==> src/rtl/rr_mux_arb.sv <==
`default_nettype none
// ============================================================================
// Module   : rr_mux_arb
// Brief    : Round-robin, packet-locking arbiter driving a 2**N:1 valid/ready mux
// Revision : 1.0
// ============================================================================
module rr_mux_arb #(
    parameter int WIDTH = 32,
    parameter int N     = 2
) (
    input  logic                 clk,
    input  logic                 rst_n,
    input  logic [2**N-1:0]      req_valid,
    input  logic [WIDTH-1:0]     req_data [2**N],
    input  logic [2**N-1:0]      req_last,
    output logic [2**N-1:0]      req_ready,
    output logic                 out_valid,
    output logic [WIDTH-1:0]     out_data,
    output logic                 out_last,
    input  logic                 out_ready,
    output logic                 grant_valid,
    output logic [N-1:0]         grant_idx
);

    localparam int c_NREQ = 2**N;

    typedef enum logic [0:0] {
        ST_IDLE = 1'b0,
        ST_BUSY = 1'b1
    } state_t;

    state_t         r_state;
    logic [N-1:0]   r_grant_idx;
    logic [N-1:0]   r_ptr;

    logic           w_busy;
    logic           w_any;
    logic [N-1:0]   w_pick;
    logic [N-1:0]   w_cand;
    logic           w_done;

    assign w_busy = (r_state == ST_BUSY);

    // First valid requester at or after the pointer, wrapping modulo 2**N.
    always_comb begin
        w_any  = 1'b0;
        w_pick = '0;
        w_cand = '0;
        for (int k = 0; k < c_NREQ; k++) begin
            w_cand = r_ptr + k[N-1:0];
            if (!w_any && req_valid[w_cand]) begin
                w_any  = 1'b1;
                w_pick = w_cand;
            end
        end
    end

    // Only the granted lane reaches the outputs, so X on idle lanes is masked.
    always_comb begin
        req_ready = '0;
        out_valid = 1'b0;
        out_data  = '0;
        out_last  = 1'b0;
        if (w_busy) begin
            out_valid              = req_valid[r_grant_idx];
            out_data               = req_data[r_grant_idx];
            out_last               = req_last[r_grant_idx];
            req_ready[r_grant_idx] = out_ready;
        end
    end

    assign w_done      = out_valid && out_ready && out_last;
    assign grant_valid = w_busy;
    assign grant_idx   = r_grant_idx;

    always_ff @(posedge clk) begin
        if (!rst_n) begin
            r_state     <= ST_IDLE;
            r_grant_idx <= '0;
            r_ptr       <= '0;
        end else begin
            case (r_state)
                ST_IDLE: begin
                    if (w_any) begin
                        r_grant_idx <= w_pick;
                        r_state     <= ST_BUSY;
                    end
                end
                ST_BUSY: begin
                    if (w_done) begin
                        r_ptr   <= r_grant_idx + 1'b1;
                        r_state <= ST_IDLE;
                    end
                end
                default: r_state <= ST_IDLE;
            endcase
        end
    end

endmodule
`default_nettype wire

==> config.mk <==
export PLATFORM = sky130hd
export DESIGN_NAME = rr_mux_arb
export DESIGN_NICKNAME = d
export VERILOG_FILES = /design/src/rtl/rr_mux_arb.sv
export SDC_FILE = /design/constraint.sdc
export NUM_CORES = 1
export LEC_CHECK = 0
export CORE_ASPECT_RATIO = 1.2
export CORE_UTILIZATION = 28
export DETAILED_ROUTE_END_ITERATION = 12
export GPL_TIMING_DRIVEN = 1
export MAX_ROUTING_LAYER = met4
export PLACE_DENSITY = 0.88
export SYNTH_ARGS = -nofsm -noshare
export SYNTH_HDL_FRONTEND = slang
export SYNTH_SLANG_ARGS = --single-unit
==> constraint.sdc <==
create_clock -name clk -period 4.5 [get_ports clk]
set_input_delay 0.9 -clock clk [delete_from_list [all_inputs] [get_ports clk]]
set_output_delay 0.9 -clock clk [all_outputs]
set_load 0.005 [all_outputs]
### After elaboration in Yosys (flattened, before gate mapping)

Index checks and enable logic that the tools add are counted.

* $add $sub $neg: 4
* order comparisons: 7
* multiplexer cells: 32
* bitwise gates (word level): 3
* reductions and logical operators: 11

Operators by type and width (number)
* $mux W32: 3
* $bmux W32 S2: 1
* $lt A2 B3 Y1 const B: 5
* $mux W1: 15
* $bmux W1 S2: 6
* $mux W2: 4
* $logic_and A1 B1 Y1: 6
* $add A2 B1 Y2 const B: 2
* $add A2 B2 Y2 const B: 2
* $and A4 B4 Y4: 1
* $mux W4: 1
* $reduce_and A2 Y1: 2
* $ge A3 B3 Y1 const B: 1
* $logic_not A1 Y1: 3
* $not A2 Y3: 1
* $demux W1 S2: 1
* $ge A2 B1 Y1 const B: 1
* $pmux W1 S2: 1
* $not A1 Y1: 1

* flip-flop bits (word level): 5
* output and inout bits: 41
* word-level logic and storage cells: 60

### Longest topological paths before layout

Gate-level depths: netlist (run 1).

* depth in word-level cells: 14
* depth in mapped cells: 6
* gate-level depth less buffers: 4

### Least setup slack after synthesis (run 1)

OpenSTA, ideal clock, no wires.

* path kind: input-to-output
* start point: input req_last[3]
* end point: output out_last
* data arrival time: 1.540 ns
* data required time: 3.600 ns
* path slack: 2.060 ns
* cell stages on the path: 2
* buffers on the path: 0
* cells stage by stage: mux4_2 > and2_1

* cells in the longest elaborated chain, start to end: 3

RTL lines
* start, declared: RTL line 15 `input logic [2**N-1:0] req_last,`
* $bmux W1 S2: RTL line 67 `out_last = req_last[r_grant_idx];`
* $mux W1 (not written as such): RTL line 67
* $mux W1: RTL line 64 `if (w_busy) begin`
* end, declared: RTL line 19 `output logic out_last,`

No other way between the ends. The select of a mux whose other input is x is not followed.

### Final worst setup path (run 1)

* start point: input req_valid[0]
* end point: output out_valid

* cells in the longest elaborated chain, start to end: 3

RTL lines
* start, declared: RTL line 13 `input logic [2**N-1:0] req_valid,`
* $bmux W1 S2: RTL line 65 `out_valid = req_valid[r_grant_idx];`
* $mux W1 (not written as such): RTL line 65
* $mux W1: RTL line 64
* end, declared: RTL line 17 `output logic out_valid,`

No other way between the ends. The select of a mux whose other input is x is not followed.

==> results of run 1 <==
## where the power goes
part | leakage [nW] | internal (mW) | switching (mW)
Combinational | 1.10 | 0.235 | 0.0828
Clock | 0.0228 | 0.0609 | 0.0229
Sequential | 0.0413 | 0.0476 | 0.00931
Total | 1.16 | 0.344 | 0.115
## worst max-delay path: cells and delay by family
| family | cells | cell delay [ns] |
|---|---|---|
| buf+inv | 2 | 0.92 |
| mux | 1 | 0.52 |
| simple gates | 1 | 0.18 |
## how the worst max path moves through the flow
stage | end | slack [ns] | start | depth (start not counted)
floorplan | out_last | 2.06 | req_last[3] | 2
global placement | out_valid | 1.10 | req_valid[0] | 4
detailed placement | out_valid | 1.09 | req_valid[0] | 4
CTS | out_valid | 1.09 | req_valid[0] | 4
global route | out_valid | 1.02 | req_valid[2] | 4
finish | out_valid | 1.09 | req_valid[0] | 4
## layout by cell type, fill, tap and decap left out
cell	instances
sky130_fd_sc_hd__o21a_1	1
sky130_fd_sc_hd__o41a_1	1
sky130_fd_sc_hd__and3_1	4
sky130_fd_sc_hd__nand2_1	3
sky130_fd_sc_hd__a21boi_0	1
sky130_fd_sc_hd__nor2_1	4
sky130_fd_sc_hd__nor2_2	1
sky130_fd_sc_hd__o21ai_0	2
sky130_fd_sc_hd__nor4_1	1
sky130_fd_sc_hd__o211a_1	1
sky130_fd_sc_hd__nand3_1	1
sky130_fd_sc_hd__buf_4	2
sky130_fd_sc_hd__inv_1	4
sky130_fd_sc_hd__a211oi_2	1
sky130_fd_sc_hd__o221ai_1	1
sky130_fd_sc_hd__dfxtp_2	1
sky130_fd_sc_hd__mux4_2	33
sky130_fd_sc_hd__nand2b_1	2
sky130_fd_sc_hd__clkbuf_1	1
sky130_fd_sc_hd__buf_12	1
sky130_fd_sc_hd__dfxtp_1	4
sky130_fd_sc_hd__mux4_1	1
sky130_fd_sc_hd__a21oi_1	3
sky130_fd_sc_hd__clkdlybuf4s50_1	179
sky130_fd_sc_hd__or2_1	1
sky130_fd_sc_hd__mux2i_1	1
sky130_fd_sc_hd__clkbuf_8	3
sky130_fd_sc_hd__and2_1	34
sky130_fd_sc_hd__ha_1	4
sky130_fd_sc_hd__nand4_2	1
## per-stage QoR
stage,area [um2],cells,hold slack [ns]
after floorplan,1401,123,0.4942
after global placement,3241,351,0.4819
after detailed placement,3241,351,0.5035
after CTS,3286,355,0.5116
after global routing,3286,355,0.5298
final,3286,355,0.5071
## per-layer routing
layer  GRT usage (%)  part of all wire, %
met1           25.27                   35
met2           43.74                   52
met3           7.857                   10
met4           6.809                  2.3
met5               -                    0
## logic make-up (layout without fill, tap and decap cells)
kind of cell    Yosys count  after routing  synth area share [%]
compound gates           11             11                 5.893
fa+ha+maj                 4              4                 3.572
buf+inv                  16            190                 5.446
flops                     5              5                 7.143
mux                      35             35                 55.63
simple gates             52             52                 22.32
## synthesized netlist by cell type
library cell                n  share of area, %
sky130_fd_sc_hd__a211oi_2   1              0.89
sky130_fd_sc_hd__a21boi_0   1              0.54
sky130_fd_sc_hd__a21oi_1    3               1.1
sky130_fd_sc_hd__and2_1    34                15
sky130_fd_sc_hd__and3_1     4               1.8
sky130_fd_sc_hd__buf_2      4               1.4
sky130_fd_sc_hd__buf_4      1              0.54
sky130_fd_sc_hd__buf_6      1              0.80
sky130_fd_sc_hd__clkbuf_1   6               1.6
sky130_fd_sc_hd__dfxtp_1    5               7.1
sky130_fd_sc_hd__ha_1       4               3.6
sky130_fd_sc_hd__inv_1      4               1.1
sky130_fd_sc_hd__mux2i_1    1              0.71
sky130_fd_sc_hd__mux4_1     1               1.9
sky130_fd_sc_hd__mux4_2    33                53
sky130_fd_sc_hd__nand2_1    3              0.80
sky130_fd_sc_hd__nand2b_1   2              0.89
sky130_fd_sc_hd__nand3_1    1              0.36
sky130_fd_sc_hd__nand4_2    1              0.89
sky130_fd_sc_hd__nor2_1     4               1.1
sky130_fd_sc_hd__nor2_2     1              0.45
sky130_fd_sc_hd__nor4_1     1              0.45
sky130_fd_sc_hd__o211a_1    1              0.71
sky130_fd_sc_hd__o21a_1     1              0.54
sky130_fd_sc_hd__o21ai_0    2              0.71
sky130_fd_sc_hd__o221ai_1   1              0.63
sky130_fd_sc_hd__o41a_1     1              0.80
sky130_fd_sc_hd__or2_1      1              0.45
## sequential cells by signal, summed over array words and instances (netlist names)
register and cells:
grant_idx 2, r_ptr 2, grant_valid 1
## cell type report
class | instances | area, um2 | share of cell area [%]
clock buffer | 4 | 45.04 | 1.371
inverter | 4 | 15.01 | 0.4570
multi-input combinational | 102 | 1225 | 37.28
sequential | 5 | 101.3 | 3.085
tap | 58 | 72.57 | 2.209
timing repair buffer | 182 | 1827 | 55.60
==> flow_results.xml, run 1 <==
<?xml version="1.0" encoding="UTF-8"?>
<metrics>
  <group name="run_status">
    <metric name="run_status" unit="">completed</metric>
  </group>
  <group name="synthesis">
    <metric name="synth.avg_cell_area" unit="um2">11.39</metric>
    <metric name="count_of_unique_library_cells_instantiated_by_yosys" unit="">28</metric>
    <metric name="synth-seq-cells" unit="">5</metric>
    <metric name="syn_inst" unit="">123</metric>
    <metric name="yosysWarnings" unit="">0</metric>
    <metric name="syn-cell-area" unit="um2">1401</metric>
    <metric name="synth-seq-area-share" unit="%">7.143</metric>
    <metric name="postSynthNetCount" unit="">266</metric>
  </group>
  <group name="clocking">
    <metric name="cts.sinks" unit="">5</metric>
    <metric name="clk_pin_slew_worst_paths" unit="ns">0.03</metric>
    <metric name="tritoncts_clock_tree" unit="">built</metric>
    <metric name="postCtsSetupBuffers" unit="">0</metric>
    <metric name="clock_latency" unit="ns">0.22</metric>
    <metric name="cts.htree.levels" unit="">1</metric>
    <metric name="root_buffer" unit="">sky130_fd_sc_hd__clkbuf_8</metric>
    <metric name="cts_inserted_buffers" unit="">3</metric>
    <metric name="max_buffers_root_to_sink" unit="">2</metric>
    <metric name="cts_resized" unit="">0</metric>
    <metric name="holdBufCountCts" unit="">0</metric>
  </group>
  <group name="flow_run">
    <metric name="max_cap_viols" unit="">0</metric>
  </group>
  <group name="hold_path">
    <metric name="timing.hold.worst_path_depth" unit="">1</metric>
    <metric name="hold_path_class" unit="">flop to flop</metric>
    <metric name="min_delay_worst_endpoint" unit="">grant_valid</metric>
    <metric name="worst_hold_startpoint" unit="">grant_valid</metric>
  </group>
  <group name="setup_path">
    <metric name="timing.critical_path.cells" unit="">clkdlybuf4s50_1, mux4_2, and2_1, clkdlybuf4s50_1</metric>
    <metric name="worstReg2RegEnd" unit="">r_ptr[0]</metric>
    <metric name="crit_path_top_delay_cell" unit="">sky130_fd_sc_hd__mux4_2</metric>
    <metric name="worstPathMaxFanout" unit="">6</metric>
    <metric name="worst_r2r_path_depth" unit="">5</metric>
    <metric name="reg2reg_slack" unit="ns">2.46</metric>
    <metric name="max_stage_delay" unit="ns">0.52</metric>
    <metric name="setup.worst_path.start_class" unit="">input port</metric>
    <metric name="critPathRequiredTime" unit="ns">3.60</metric>
    <metric name="r2r-start" unit="">grant_idx[1]</metric>
    <metric name="criticalPathCategory" unit="">input port to output pin</metric>
    <metric name="worst-endpoint-arrival" unit="ns">2.51</metric>
    <metric name="critPathMostFrequentCell" unit="">sky130_fd_sc_hd__clkdlybuf4s50_1</metric>
    <metric name="worst_setup_path_end_kind" unit="">output pin</metric>
  </group>
  <group name="timing">
    <metric name="period_minus_slack" unit="ns">3.412</metric>
    <metric name="post-route-worst-setup-slack" unit="ns">1.088</metric>
    <metric name="tcrit_tclk_final" unit="%">75.83</metric>
    <metric name="fin_setup_tns" unit="ns">0</metric>
    <metric name="clock-skew-final" unit="ns">0.001182</metric>
    <metric name="slew_headroom" unit="%">57.48</metric>
    <metric name="unrepaired_setup_endpoints_after_global_routing" unit="">no</metric>
    <metric name="maxClockFrequency" unit="MHz">293.1</metric>
    <metric name="final_hold_viol_count" unit="">0</metric>
    <metric name="setup_viol_count_final" unit="">0</metric>
    <metric name="tightest_slew" unit="ns">0.6369</metric>
    <metric name="timing_max_transition_violations_final" unit="">0</metric>
  </group>
  <group name="global_route">
    <metric name="grt_max_degree" unit="">44</metric>
    <metric name="grt_first_pass_wirelength" unit="um">9459</metric>
    <metric name="grt_antenna_before_repair" unit="">0</metric>
    <metric name="total_grt_usage" unit="%">24.48</metric>
    <metric name="grt_overflow_total" unit="">0</metric>
    <metric name="vias_in_the_first_global_route" unit="">1805</metric>
  </group>
  <group name="die">
    <metric name="dieArea" unit="um2">5293</metric>
    <metric name="fp.dieH" unit="um">79.50</metric>
    <metric name="total_i_o_pin_count" unit="">180</metric>
    <metric name="num_rows" unit="">27</metric>
    <metric name="core" unit="um2">4696</metric>
    <metric name="floorplan.initialDensity" unit="%">29.84</metric>
    <metric name="dieWidth" unit="um">66.58</metric>
  </group>
  <group name="route">
    <metric name="aggregate_routed_wire_length" unit="um">6468</metric>
    <metric name="detail-route-antenna-nets" unit="">0</metric>
    <metric name="via_count" unit="">1787</metric>
    <metric name="drc_violation_total_after_the_first_tritonroute_iteration" unit="">26</metric>
    <metric name="drc" unit="">0</metric>
    <metric name="drt_pre_antenna_iters" unit="">4</metric>
    <metric name="detail_route.wl_per_cell" unit="um">18.22</metric>
    <metric name="detail_route.vias_per_cell" unit="">5.034</metric>
  </group>
  <group name="place">
    <metric name="hpwl" unit="um">5538</metric>
    <metric name="dpl_worst_slack" unit="ns">1.087</metric>
    <metric name="gp_routability_congestion" unit="">0.7713</metric>
    <metric name="port-buffer-count" unit="">179</metric>
  </group>
  <group name="finish">
    <metric name="diodes" unit="">0</metric>
    <metric name="nets" unit="">441</metric>
    <metric name="final_layout_size_suffix_gt1_share" unit="%">14.48</metric>
    <metric name="final_design_utilization" unit="%">69.97</metric>
    <metric name="fillerInstances" unit="">358</metric>
    <metric name="area_delta_synth_final" unit="%">134.5</metric>
  </group>
  <group name="power">
    <metric name="power_density" unit="nW/um2">139.7</metric>
    <metric name="worst_ir_drop_vdd" unit="mV">0.1802</metric>
    <metric name="p_total" unit="uW">458.9</metric>
    <metric name="power.static_leakage" unit="nW">1.160</metric>
  </group>
</metrics>
No activity file was read; power rests on OpenSTA's default activity.
==> inputs of run 2 (changes only) <==
CORE_UTILIZATION = 24   (was 28)
PLACE_DENSITY = 0.8   (was 0.88)
clock period = 2.99 ns   (was 4.5 ns; I/O delays follow)
==> run 2 against run 1 <==
  * First-iteration DRC count grew to 2.5 times the previous value
  * Non-clock buffer count is 1 higher
  * Cell area is 0.88% higher
  * Power is 51% higher
  * Clock power is 49% higher
  * Hold slack better by 0.068 ns
  * Clock-buffer cell count stayed put
  * Global-route usage is 5.4 points lower
  * Setup slack worse by 0.90 ns
  * Largest power group unchanged
  * Critical path depth stayed put
  * Wire length is 6.6% lower
  * Register-to-register slack worse by 1.1 ns
==> flow_results.xml, run 2 (synthesis gave the netlist of run 1 again) <==
<?xml version="1.0" encoding="UTF-8"?>
<metrics>
  <group name="power">
    <metric name="power_density" unit="nW/um2">209.4</metric>
    <metric name="p_total" unit="uW">693.9</metric>
    <metric name="worst_ir_drop_vdd" unit="mV">0.1687</metric>
    <metric name="power.static_leakage" unit="nW">1.170</metric>
  </group>
  <group name="route">
    <metric name="detail_route.wl_per_cell" unit="um">16.69</metric>
    <metric name="via_count" unit="">1769</metric>
    <metric name="detail-route-antenna-nets" unit="">0</metric>
    <metric name="aggregate_routed_wire_length" unit="um">6040</metric>
    <metric name="drc_violation_total_after_the_first_tritonroute_iteration" unit="">65</metric>
    <metric name="detail_route.vias_per_cell" unit="">4.887</metric>
    <metric name="drt_pre_antenna_iters" unit="">4</metric>
    <metric name="drc" unit="">0</metric>
  </group>
  <group name="global_route">
    <metric name="grt_overflow_total" unit="">0</metric>
    <metric name="grt_antenna_before_repair" unit="">0</metric>
    <metric name="vias_in_the_first_global_route" unit="">1777</metric>
    <metric name="grt_max_degree" unit="">40</metric>
    <metric name="grt_first_pass_wirelength" unit="um">8852</metric>
    <metric name="total_grt_usage" unit="%">19.10</metric>
  </group>
  <group name="die">
    <metric name="core" unit="um2">5630</metric>
    <metric name="dieWidth" unit="um">71.76</metric>
    <metric name="dieArea" unit="um2">6150</metric>
    <metric name="floorplan.initialDensity" unit="%">24.89</metric>
    <metric name="num_rows" unit="">30</metric>
    <metric name="fp.dieH" unit="um">85.71</metric>
    <metric name="total_i_o_pin_count" unit="">180</metric>
  </group>
  <group name="finish">
    <metric name="area_delta_synth_final" unit="%">136.5</metric>
    <metric name="most_used_cells_in_the_layout_excluding_fill_and_tap_cells" unit="">sky130_fd_sc_hd__clkdlybuf4s50_1, sky130_fd_sc_hd__and2_1, sky130_fd_sc_hd__mux4_2</metric>
    <metric name="final_layout_size_suffix_gt1_share" unit="%">15.10</metric>
    <metric name="layout.cell_area.non_filler" unit="um2">3314</metric>
    <metric name="fillerInstances" unit="">493</metric>
    <metric name="area_of_the_multi_input_gates" unit="um2">1225</metric>
    <metric name="count_of_non_filler_cells_in_the_finished_layout" unit="">362</metric>
    <metric name="final_design_utilization" unit="%">58.87</metric>
    <metric name="nets" unit="">442</metric>
    <metric name="most_common_cell_after_layout_fill_and_taps_aside" unit="">sky130_fd_sc_hd__clkdlybuf4s50_1</metric>
    <metric name="diodes" unit="">0</metric>
    <metric name="seqCellArea" unit="um2">102.6</metric>
  </group>
  <group name="clocking">
    <metric name="clk_pin_slew_worst_paths" unit="ns">0.04</metric>
    <metric name="holdBufCountCts" unit="">0</metric>
    <metric name="cts.htree.levels" unit="">1</metric>
    <metric name="root_buffer" unit="">sky130_fd_sc_hd__clkbuf_8</metric>
    <metric name="max_buffers_root_to_sink" unit="">2</metric>
    <metric name="clock_latency" unit="ns">0.22</metric>
    <metric name="cts_inserted_buffers" unit="">3</metric>
    <metric name="cts.sinks" unit="">5</metric>
    <metric name="tritoncts_clock_tree" unit="">built</metric>
    <metric name="cts_resized" unit="">0</metric>
    <metric name="postCtsSetupBuffers" unit="">0</metric>
  </group>
  <group name="timing">
    <metric name="timing_max_transition_violations_final" unit="">0</metric>
    <metric name="worst_hold_slack" unit="ns">0.5751</metric>
    <metric name="maxClockFrequency" unit="MHz">356.9</metric>
    <metric name="final_hold_viol_count" unit="">0</metric>
    <metric name="setup_viol_count_final" unit="">0</metric>
    <metric name="post-route-worst-setup-slack" unit="ns">0.1884</metric>
    <metric name="period_minus_slack" unit="ns">2.802</metric>
    <metric name="fin_setup_tns" unit="ns">0</metric>
    <metric name="tightest_slew" unit="ns">0.6329</metric>
    <metric name="unrepaired_setup_endpoints_after_global_routing" unit="">no</metric>
    <metric name="slew_headroom" unit="%">57.75</metric>
    <metric name="clock-skew-final" unit="ns">0.0001658</metric>
    <metric name="tcrit_tclk_final" unit="%">93.70</metric>
  </group>
  <group name="setup_path">
    <metric name="critPathRequiredTime" unit="ns">2.39</metric>
    <metric name="criticalPathCategory" unit="">input port to output pin</metric>
    <metric name="timing.critical_path.cells" unit="">clkdlybuf4s50_1, mux4_2, and2_1, clkdlybuf4s50_1</metric>
    <metric name="worstPathMaxFanout" unit="">6</metric>
    <metric name="worst_setup_path_end_kind" unit="">output pin</metric>
    <metric name="max_stage_delay" unit="ns">0.51</metric>
    <metric name="crit_path_top_delay_cell" unit="">sky130_fd_sc_hd__mux4_2</metric>
    <metric name="critPathMostFrequentCell" unit="">sky130_fd_sc_hd__clkdlybuf4s50_1</metric>
    <metric name="setup.worst_path.start_class" unit="">input port</metric>
    <metric name="worst-endpoint-arrival" unit="ns">2.20</metric>
  </group>
  <group name="place">
    <metric name="dpl_worst_slack" unit="ns">0.1968</metric>
    <metric name="port-buffer-count" unit="">179</metric>
    <metric name="hpwl" unit="um">4968</metric>
    <metric name="gp_routability_congestion" unit="">0.7766</metric>
    <metric name="placed_cells_incl_taps" unit="">358</metric>
    <metric name="place_area" unit="um2">3269</metric>
  </group>
  <group name="flow_run">
    <metric name="max_cap_viols" unit="">0</metric>
  </group>
  <group name="hold_path">
    <metric name="hold_path_class" unit="">flop to flop</metric>
  </group>
  <group name="run_status">
    <metric name="run_status" unit="">completed</metric>
  </group>
</metrics>
==> run 2: changes by cell type in the layout (fill, tap and decap cells not counted), sizes merged <==
cell and delta:
buf +1
==> run 2: final timing paths <==
| kind | start | to | slack [ns] | cells past startpoint |
|---|---|---|---|---|
| setup / recovery | req_valid[0] | out_valid | 0.19 | 4 |
| hold / removal | r_ptr[0] | r_ptr[0] | 0.58 | 2 |
| setup reg to reg | grant_idx[0] | r_ptr[0] | 1.34 | 5 |
| hold reg to reg | r_ptr[0] | r_ptr[0] | 0.58 | 2 |
==> run 2: layout make-up <==
cell class              count  area share, %
repair buffers            183          55.72
well taps                  64          2.416
clock buffers               4          1.359
multi-input cells         102          36.96
inverters                   4         0.4530
flip-flops and latches      5          3.095
==> run 2: power breakdown <==
group | leakage [nW] | internal (mW) | switching, mW
combinational | 1.11 | 0.359 | 0.128
sequential | 0.0418 | 0.0718 | 0.00973
clock | 0.0228 | 0.0916 | 0.0337
==> run 2: routing by layer <==
metal  track usage [%]  up-vias  share of wire, %
met5                 -        -                 0
met2             34.22       79                54
met3             4.348        4               7.5
li1                  -      833                 -
met1             22.17      853                38
met4             2.674        0              0.20
==> run 2: critical path, delay by kind of cell <==
family	cells	cell delay, ns
buf+inv	2	0.92
mux	1	0.51
simple gates	1	0.17
